### config.mk
export PLATFORM = sky130hd
export DESIGN_NAME = departure_light
export DESIGN_NICKNAME = d
export VERILOG_FILES = /design/src/rtl/departure_light.sv
export SDC_FILE = /design/constraint.sdc
export NUM_CORES = 1
export LEC_CHECK = 0
export CORE_AREA = 2 2 39 41
export DETAILED_ROUTE_END_ITERATION = 8
export DIE_AREA = 0 0 41 43
export PLACE_DENSITY = 0.8
export SLEW_MARGIN = 20
export SYNTH_ARGS = -nofsm -noshare
export SYNTH_HDL_FRONTEND = slang
export SYNTH_SLANG_ARGS = --single-unit
### constraint.sdc
create_clock -name clk -period 4.7 [get_ports clk]
set_input_delay 0.705 -clock clk [delete_from_list [all_inputs] [get_ports clk]]
set_output_delay 0.705 -clock clk [all_outputs]
set_load 0.02 [all_outputs]
### src/rtl/departure_light.sv
// Departure-side lock controller: qualifies the departure switch, requests the gate,
// times the transit and pulses dep_done. Optional transit blink on dep_li via DEP_BLINK_EN.
module departure_light #(
  parameter int QUAL_CYCLES    = 16,
  parameter int TRANSIT_CYCLES = 32,
  parameter int CNT_W          = 6
`ifdef DEP_BLINK_EN
  , parameter int BLINK_HALF   = 4
`endif
) (
  input  logic clk,
  input  logic reset,
  input  logic dep_sw,
  input  logic gate_open,
  input  logic level_ok,
  output logic dep_req,
  output logic dep_li,
  output logic dep_done,
  output logic busy
);

  typedef enum logic [2:0] {
    S_IDLE,
    S_QUAL,
    S_REQ,
    S_TRANSIT,
    S_DONE
  } state_t;

  localparam logic [CNT_W-1:0] QUAL_LOAD    = CNT_W'(QUAL_CYCLES - 1);
  localparam logic [CNT_W-1:0] TRANSIT_LOAD = CNT_W'(TRANSIT_CYCLES - 1);

  state_t           state_q, state_d;
  logic [CNT_W-1:0] cnt_q, cnt_d;
  logic             dep_req_q, dep_req_d;
  logic             dep_li_q, dep_li_d;
  logic             dep_done_q, dep_done_d;
  logic             busy_q, busy_d;
  logic             li_on_d;

  always_ff @(posedge clk) begin
    if (reset) begin
      state_q <= S_IDLE;
      cnt_q   <= QUAL_LOAD;
    end else begin
      state_q <= state_d;
      cnt_q   <= cnt_d;
    end
  end

  always_comb begin
    state_d = state_q;
    cnt_d   = cnt_q;
    case (state_q)
      S_IDLE: begin
        if (dep_sw) state_d = S_QUAL;
      end
      S_QUAL: begin
        if (!dep_sw)           state_d = S_IDLE;
        else if (cnt_q == '0)  state_d = S_REQ;
        else                   cnt_d   = cnt_q - 1'b1;
      end
      S_REQ: begin
        // Withdrawal of the switch wins over a simultaneously ready gate.
        if (!dep_sw) begin
          state_d = S_IDLE;
        end else if (gate_open && level_ok) begin
          state_d = S_TRANSIT;
          cnt_d   = TRANSIT_LOAD;
        end
      end
      S_TRANSIT: begin
        if (!gate_open)        state_d = S_REQ;
        else if (cnt_q != '0)  cnt_d   = cnt_q - 1'b1;
        else if (!dep_sw)      state_d = S_DONE;
      end
      S_DONE: begin
        state_d = S_IDLE;
      end
      default: begin
        state_d = S_IDLE;
      end
    endcase
    // Qualification always restarts from a full count whenever we land in IDLE.
    if (state_d == S_IDLE) cnt_d = QUAL_LOAD;
  end

`ifdef DEP_BLINK_EN
  localparam int BW = (BLINK_HALF > 1) ? $clog2(BLINK_HALF) : 1;
  localparam logic [BW-1:0] BLINK_LAST = BW'(BLINK_HALF - 1);

  logic [BW-1:0] blink_cnt_q, blink_cnt_d;
  logic          blink_on_q, blink_on_d;

  always_ff @(posedge clk) begin
    if (reset) begin
      blink_cnt_q <= '0;
      blink_on_q  <= 1'b1;
    end else begin
      blink_cnt_q <= blink_cnt_d;
      blink_on_q  <= blink_on_d;
    end
  end

  // Every entry into TRANSIT (including after a gate drop) restarts the blink high.
  always_comb begin
    blink_cnt_d = '0;
    blink_on_d  = 1'b1;
    if (state_d == S_TRANSIT && state_q == S_TRANSIT) begin
      if (blink_cnt_q == BLINK_LAST) begin
        blink_cnt_d = '0;
        blink_on_d  = ~blink_on_q;
      end else begin
        blink_cnt_d = blink_cnt_q + 1'b1;
        blink_on_d  = blink_on_q;
      end
    end
  end

  assign li_on_d = blink_on_d;
`else
  assign li_on_d = 1'b1;
`endif

  // Outputs are registered from the next state so they track the state register exactly.
  always_comb begin
    dep_req_d  = (state_d == S_REQ) || (state_d == S_TRANSIT);
    dep_li_d   = (state_d == S_REQ) || ((state_d == S_TRANSIT) && li_on_d);
    dep_done_d = (state_d == S_DONE);
    busy_d     = (state_d != S_IDLE);
  end

  always_ff @(posedge clk) begin
    if (reset) begin
      dep_req_q  <= 1'b0;
      dep_li_q   <= 1'b0;
      dep_done_q <= 1'b0;
      busy_q     <= 1'b0;
    end else begin
      dep_req_q  <= dep_req_d;
      dep_li_q   <= dep_li_d;
      dep_done_q <= dep_done_d;
      busy_q     <= busy_d;
    end
  end

  assign dep_req  = dep_req_q;
  assign dep_li   = dep_li_q;
  assign dep_done = dep_done_q;
  assign busy     = busy_q;

endmodule

# Word-level counts from Yosys, hierarchy flattened
# Index checks and enable logic that the tools add are counted.
totals:
  output_inout_bits: 4
  reg_bits: 12
classes:
  eq_ne: 12
  mux: 16
  reduce_logical: 10
  addsub: 1
op_table:
  columns: ["op", "count"]
  rows:
  - ["2-to-1 mux 6 bit", 6]
  - ["2-to-1 mux 3 bit", 8]
  - ["one-hot mux 6 bit (3 select lines)", 1]
  - ["== test 3 x 2 -> 1 bit (second input constant)", 4]
  - ["!= test 2 bit (second input constant)", 6]
  - ["one-hot mux 3 bit (4 select lines)", 1]
  - ["AND reduction 7 bit", 1]
  - ["zero test 3 bit", 2]
  - ["zero test 6 bit", 1]
  - ["nonzero test 3 bit", 2]
  - ["nonzero test 6 bit", 1]
  - ["subtractor 6 x 1 -> 6 bit (second input constant)", 1]
  - ["== test 3 x 1 -> 1 bit (second input constant)", 1]
  - ["== test 3 bit (second input constant)", 1]
  - ["OR reduction 2 bit", 1]
  - ["logical AND 1 bit", 1]
  - ["logical OR 1 bit", 1]

# Longest topological paths before layout
logic_depth:
  ltp_word: 6
  depth_mapped: 6
  mapped_depth_nobuf: 6

# Worst setup path before layout
# OpenSTA, ideal clock, no wires.
synth_path:
  path_kind: "input to register"
  from: "in gate_open"
  to: "reg cnt_q[5]"
  slack_ps: 2956
  cell_stages: 4
  n_path_buf: 0
  setup_ps: 70
  arrival_time_ps: 1674
  path_cell_list: "and3b_4 -> a311o_1 -> or3_1 -> a21boi_1"
synth_via:
  elab_chain_cells: 6
  elab_cells_between_ends: 10
  cone_classes: "eq/ne (2); mux (4); reduce/logical (4)"
synth_lines:
  columns: ["item", "line", "text"]
  rows:
  - ["start, declared", "14", "input logic gate_open,"]
  - ["logical AND 1 bit", "67", "end else if (gate_open && level_ok) begin"]
  - ["2-to-1 mux 3 bit", "67", null]
  - ["2-to-1 mux 3 bit", "65", "if (!dep_sw) begin"]
  - ["one-hot mux 3 bit (4 select lines)", "54", "case (state_q)"]
  - ["zero test 3 bit", "85", "if (state_d == S_IDLE) cnt_d = QUAL_LOAD;"]
  - ["OR reduction 2 bit (no source line)", null, null]
  - ["end signal, assigned", "47", "cnt_q <= cnt_d;"]
  - ["end, declared", "34", "logic [CNT_W-1:0] cnt_q, cnt_d;"]
# Several ways; a longest one is shown, not always the timed one.
# A chain may end at the register's enable or synchronous reset.

# Final worst setup path
layout_path:
  from: "in dep_sw"
  to: "reg cnt_q[4]"
layout_via:
  elab_chain_cells: 6
  elab_cells_between_ends: 12
  cone_classes: "eq/ne (2); mux (7); reduce/logical (3)"
layout_lines:
  columns: ["item", "line", "text"]
  rows:
  - ["start, declared", "13", "input logic dep_sw,"]
  - ["2-to-1 mux 3 bit", "75", "else if (!dep_sw) state_d = S_DONE;"]
  - ["2-to-1 mux 3 bit", "74", "else if (cnt_q != '0) cnt_d = cnt_q - 1'b1;"]
  - ["2-to-1 mux 3 bit", "73", "if (!gate_open) state_d = S_REQ;"]
  - ["one-hot mux 3 bit (4 select lines)", "54", null]
  - ["zero test 3 bit", "85", null]
  - ["OR reduction 2 bit (no source line)", null, null]
# Several ways; a longest one is shown, not always the timed one.

==> results by group <==
STA
  • Final hold vios: 0
  • Setup TNS: 0 ps
  • Worst Skew: between 8 and 9 ps
  • RSZ-0062 raised after global routing: no
  • Setup-failing EPs final: 0
  • Min cycle time layout: 2230 ps
  • Worst slew pin tran: 595 ps
  • Rel. slew slack: 60.3%
  • Max frequency: 0.449 GHz
  • Max Transition Viols Final: 0
  • Final period util: 47.4%

Setup path
  • Worst path buffer plus inverter count: 1
  • CP Depth: 5
  • Critical Path End Type: flip-flop
  • Crit path DAT: 2390 ps
  • Worst setup startpoint: dep_sw
  • Slowest-stage cell, CP: clkdlybuf4s50_1
  • Reg2Reg Setup Slack: 2770 ps
  • RR Endpoint: cnt_q[4]$_SDFFE_PP0P_
  • FF-to-FF path depth: 6
  • CP cell instances: clkdlybuf4s50_1 > and4_2 > or2_0 > nand4_1 > o211a_1
  • CP max FO: 10
  • Worst r2r src: cnt_q[0]$_SDFFE_PP1P_
  • CP peak stage delay: 610 ps
  • Largest delay contributor family on the critical path: simple AND/OR/NAND/NOR gates
  • Critical Path Start Type: input port
  • Critical path data required time: just under 5000 ps
  • CP Class: in -> reg
  • Critical Path Sink: cnt_q[4]$_SDFFE_PP0P_

Detailed routing
  • Per-cell routed wire length: around 16 um
  • Initial DRT Pass Iterations: 4
  • Routed vias: 588
  • Starting DRT DRC Count: 27
  • Vias/cell: 6.19
  • Antenna Nets Post-Route: 0
  • # DRC: 0
  • Detailed Route WL: 1490 um

Clock tree
  • CTS resizes: 0
  • Clock transition at path regs: ~70 ps
  • Clock tree sinks: 12
  • Clk Latency, worst-skew pair: 280 ps
  • Post-CTS setup buffer count: 0
  • TritonCTS buffer count: 3
  • Htree depth: 1
  • Root Buffer: clkbuf_4
  • CTS tree: yes
  • Clk buf depth: 2
  • Cts hold-fix bufs: 0

Global route
  • Largest net degree at the start of global routing: 11
  • Initial antenna violation count: 0
  • GR Util All Layers: 19.5%
  • Grt ovf: 0
  • Vias in the first global route: 522
  • First-pass GRT wire length: between 2000 and 2500 um

Run
  • Max-cap violations: 0

Synth
  • Cell area after synthesis: 641 um^2
  • Post-synthesis sequential area ratio: a little under two fifths
  • Syn Nets: 77
  • Post-synthesis average cell area: between 9 and 10 um^2
  • Count of different cell masters after synthesis: 35
  • Synthesized flop and latch total: 12
  • Mapped Cells: 71
  • Ys Warns: 0

Final layout
  • # diodes: 0
  • Share of layout cells above drive strength 1: ~14%
  • Area grow syn2layout: 16.0%
  • # nets final: 86

Floorplan
  • Row count: 14
  • Core Region: 1380 um^2
  • I/O Pins: 9
  • Starting Density: 46.3%
  • Die width: 41 um
  • Chip height: 43 um
  • DIE AREA: 1760 um^2

Placed design
  • Port Buffer Count: 8
  • Placer Congestion: 0.793
  • DPL Wire Length: 1030 um

Power
  • Power per cell area: about 270 nW/um^2
  • Leakage: just over 0.3 nW
  • Final Total Pwr: 0.201 mW
  • Peak supply drop: 0.155 mV

Min path
  • Hold Path Depth: 2
  • Hold Crit Class: reg -> reg

Run status
  • Outcome: complete, no violations
[kinds of logic after synthesis]
kind of cell	share of synthesized area, %
AOI/OAI and AO/OA	25.4
muxes	1.76
DFF	37.5
and+or+nand+nor	26.4
adders and majority gates	1.95
buffers and inverters	7.03
[layout by cell type (no fill, tap or decap), drive strengths merged]
cell           Yosys  final
a21boi             1      1
a21o               1      1
a21oi              3      3
a311o              1      1
a311oi             1      1
a31o               1      1
a31oi              2      2
a32o               1      1
a41oi              1      1
and2               1      1
and3               3      3
and3b              1      1
and4               3      3
clkbuf             1      4
clkdlybuf4s50      0      8
dfxtp             12     12
ha                 1      1
inv                3      3
mux2               1      1
nand2              5      5
nand3              1      1
nand4              1      1
nor2               3      3
nor3               2      2
nor3b              3      3
o211a              1      1
o211ai             1      1
o21a               1      1
o21ai              6      6
o22ai              2      2
or2                1      1
or3                1      1
or3b               2      2
[sequential cells by signal, summed over array words and instances (netlist names)]
register and count:
busy 1, cnt_q 6, dep_done 1, dep_li 1, state_q 3
[area by class of cell]
type,count,area [um^2]
fill,130,641
multi-input combinational,52,355
sequential,12,240
timing repair buffer,8,80.1
clock buffer,4,36.3
tap,16,20.0
inverter,3,11.3
[how the worst min path moves through the flow]
stage / startpoint / to / slack (ps)
global route: cnt_q[5]$_SDFFE_PP0P_ / cnt_q[5]$_SDFFE_PP0P_ / 540
global placement: cnt_q[5]$_SDFFE_PP0P_ / cnt_q[5]$_SDFFE_PP0P_ / 490
detailed placement: cnt_q[5]$_SDFFE_PP0P_ / cnt_q[5]$_SDFFE_PP0P_ / 500
CTS: cnt_q[5]$_SDFFE_PP0P_ / cnt_q[5]$_SDFFE_PP0P_ / 510
finish: cnt_q[5]$_SDFFE_PP0P_ / cnt_q[5]$_SDFFE_PP0P_ / 500
floorplan: cnt_q[5]$_SDFFE_PP0P_ / cnt_q[5]$_SDFFE_PP0P_ / 470
[per-layer routing]
metal | wire length (um) | vias up | GRT usage, %
li1 | - | 284 | -
met1 | 631 | 267 | 23.1
met2 | 714 | 33 | 29.4
met3 | 110 | 4 | 7.85
met4 | 29 | 0 | 9.33
met5 | 0 | - | 0
[cells in the mapped netlist]
master	number	share of area, %
nand4_1	1	0.98
a21boi_1	1	1.2
nor3_1	2	1.6
a31oi_1	2	2.0
o22ai_1	2	2.0
and3_1	3	2.9
and4_2	1	1.6
nand2_1	5	2.9
inv_1	3	1.8
buf_6	2	3.5
o211ai_1	1	1.2
a21oi_1	3	2.3
mux2_2	1	1.8
a41oi_1	1	1.4
a31o_2	1	1.4
nor3b_1	3	3.5
o21ai_0	6	4.7
buf_4	1	1.2
o21a_1	1	1.2
nand3_1	1	0.78
dfxtp_1	12	37
a311o_1	1	1.6
a311oi_2	1	2.3
nor2_1	3	1.8
or3_1	1	0.98
ha_1	1	2.0
or3b_2	2	2.7
a32o_1	1	1.6
clkbuf_1	1	0.59
and3b_4	1	2.0
and4_1	2	2.7
or2_0	1	0.98
o211a_1	1	1.6
a21o_1	1	1.2
and2_1	1	0.98
[power breakdown]
group / switching (mW) / internal, mW / total (mW) / leakage (nW)
Clock: 0.0339 / 0.0471 / 0.0810 / 0.0210
Combinational: 0.00720 / 0.00726 / 0.0145 / 0.190
Sequential: 0.00226 / 0.103 / 0.105 / 0.0974
[tightest hold or removal path, stage by stage, from the launching register on]
cell,delay [ps]
dfxtp_1,330
o21ai_0,70
a21boi_1,60
[metrics by stage]
| step | cells | hold slack, ps | setup WS [ps] | area, um^2 | util, % |
|---|---|---|---|---|---|
| CTS | 95 | 510 | 2510 | 743 | 53.7 |
| global route | 95 | 535 | 2390 | 743 | 53.7 |
| floorplan | 71 | 470 | 2960 | 641 | - |
| finish | 95 | 505 | 2470 | 743 | 53.7 |
| global placement | 91 | 491 | 2270 | 707 | 51.1 |
| detailed placement | 91 | 502 | 2230 | 707 | 51.1 |
Note: power is estimated with default switching activity, not from simulation.
==> variant, RTL diff (config.mk and constraints unchanged) <==
Add an input register stage for `dep_sw`, `gate_open` and `level_ok`, without a reset; this delays them by one clock.
--- a/src/rtl/departure_light.sv
+++ b/src/rtl/departure_light.sv
@@ -31,4 +31,14 @@
   localparam logic [CNT_W-1:0] TRANSIT_LOAD = CNT_W'(TRANSIT_CYCLES - 1);
 
+  logic dep_sw_q;
+  logic gate_open_q;
+  logic level_ok_q;
+
+  always_ff @(posedge clk) begin
+    dep_sw_q    <= dep_sw;
+    gate_open_q <= gate_open;
+    level_ok_q  <= level_ok;
+  end
+
   state_t           state_q, state_d;
   logic [CNT_W-1:0] cnt_q, cnt_d;
@@ -54,8 +64,8 @@
     case (state_q)
       S_IDLE: begin
-        if (dep_sw) state_d = S_QUAL;
+        if (dep_sw_q) state_d = S_QUAL;
       end
       S_QUAL: begin
-        if (!dep_sw)           state_d = S_IDLE;
+        if (!dep_sw_q)           state_d = S_IDLE;
         else if (cnt_q == '0)  state_d = S_REQ;
         else                   cnt_d   = cnt_q - 1'b1;
@@ -63,7 +73,7 @@
       S_REQ: begin
         // Withdrawal of the switch wins over a simultaneously ready gate.
-        if (!dep_sw) begin
+        if (!dep_sw_q) begin
           state_d = S_IDLE;
-        end else if (gate_open && level_ok) begin
+        end else if (gate_open_q && level_ok_q) begin
           state_d = S_TRANSIT;
           cnt_d   = TRANSIT_LOAD;
@@ -71,7 +81,7 @@
       end
       S_TRANSIT: begin
-        if (!gate_open)        state_d = S_REQ;
+        if (!gate_open_q)        state_d = S_REQ;
         else if (cnt_q != '0)  cnt_d   = cnt_q - 1'b1;
-        else if (!dep_sw)      state_d = S_DONE;
+        else if (!dep_sw_q)      state_d = S_DONE;
       end
       S_DONE: begin
Behaviour: not the same (a bounded check fails within 4 cycles, from zero or initial values and one cycle with reset high).
==> variant against the unedited design <==
Die area unchanged. Sequential cell count up 3. Area after synthesis up 24%. Final area up 15%. Wire length down 3.6%. Largest cell class unchanged. Non-clock buffer count unchanged. Power up 10%. Via count up 3.4%. Fmax up 11%. Worst setup slack better by 220 ps. Synthesized cell count up 11%. Highest routed layer unchanged. Clock power down 7.5%.
==> variant: results (changes against the unedited design) <==
| Metric | Value |
|---|---|
| Status | `finished clean` |
| Total Nets Final | `94 (+9.3%)` |
| Slowest library cell on the worst path | `or4_1` |
| GPL Wtd Cong | `0.841 (+6.0%)` |
| Post-synthesis mux area share | `0.0440 (+0.0264)` |
| Net Switching | `0.0000513 W (+18%)` |
| Dpl hpwl | `1020 microns (-0.81%)` |
| Synth Area in Compound Gates | `0.162 (-0.0920)` |
| Setup Skew | `6.41 ps (-1.59 ps)` |
| CP Data Arrival Time | `2240 ps (-150 ps)` |
| Top post-synthesis cells by area | `dfxtp_1 38%, bufbuf_16 4.1%, a2111oi_4 3.5%, ha_1 3.1%, nand2_1 2.8%` |
| P_leak | `0.339 nW (+9.9%)` |
| Rel. slew slack | `0.741 (+0.138)` |
| Slowest stage delay, CP | `410 ps (-200 ps)` |
| XOR/XNOR Fraction of Synth Area | `0.0330 (+0.0330)` |
| Share of layout cells above drive strength 1 | `0.151 (+0.0119)` |
| WL met2 | `679 microns (-4.9%)` |
| Number of global-route vias before repair | `549 (+5.2%)` |
| Iteration-0 DRC Markers | `9 (-67%)` |
| Yosys cell types | `39 (+11%)` |
| Post-DP Area | `826 sq um (+17%)` |
| First-pass GRT wire length | `2440 microns (+5.0%)` |
| Max Fanout on Critical Path | `5 (-5)` |
| Met3 WL post-DR | `60 microns (-45%)` |
| M1 wire length | `681 microns (+7.9%)` |
| Post-Syn Nets | `86 (+12%)` |
| Adder-Cell Fraction of Synth Area | `0.0314 (+0.0119)` |
[variant: worst min-delay path, cell delays in order (launching register included)]
cell     delay [ps]
dfxtp_1         360
mux2i_1          90
nand2_1          60
[variant: power groups by stage]
stage	clock, W	combinational (W)	sequential [W]
6_report	0.0000749	0.0000133	0.000133
5_1_grt	0.0000834	0.0000146	0.000134
4_1_cts	0.0000769	0.0000134	0.000133
3_5_place_dp	0	0.0000133	0.000136
3_3_place_gp	0	0.0000130	0.000136
2_1_floorplan	0	0.0000132	0.000134
[variant: metrics by stage]
stage | instances | utilization | power, W
2_1_floorplan | 79 | - | 0.000148
3_3_place_gp | 98 | 0.597 | 0.000149
3_5_place_dp | 98 | 0.597 | 0.000149
4_1_cts | 102 | 0.616 | 0.000224
5_1_grt | 102 | 0.616 | 0.000232
6_report | 102 | 0.616 | 0.000222
[variant: cell type report]
class | count | area, sq um
inverters | 3 | 11.3
well taps | 16 | 20.0
clock buffers | 4 | 26.3
fillers | 131 | 532
repair buffers | 8 | 80.1
flip-flops and latches | 15 | 300
multi-input cells | 56 | 414
[variant: worst paths after layout]
check	start	to	slack [ps]	depth (start not counted)
min reg2reg	cnt_q[1]	cnt_q[1]	530	2
max	cnt_q[0]	cnt_q[3]	2690	7
min	cnt_q[1]	cnt_q[1]	530	2
max reg2reg	cnt_q[0]	cnt_q[3]	2690	7
[variant: layer usage]
layer  vias to the layer above  GRT usage
met1                       292      0.270
met3                         2     0.0785
li1                        297          -
met2                        17      0.294
met4                         0      0.100
met5                         -          0
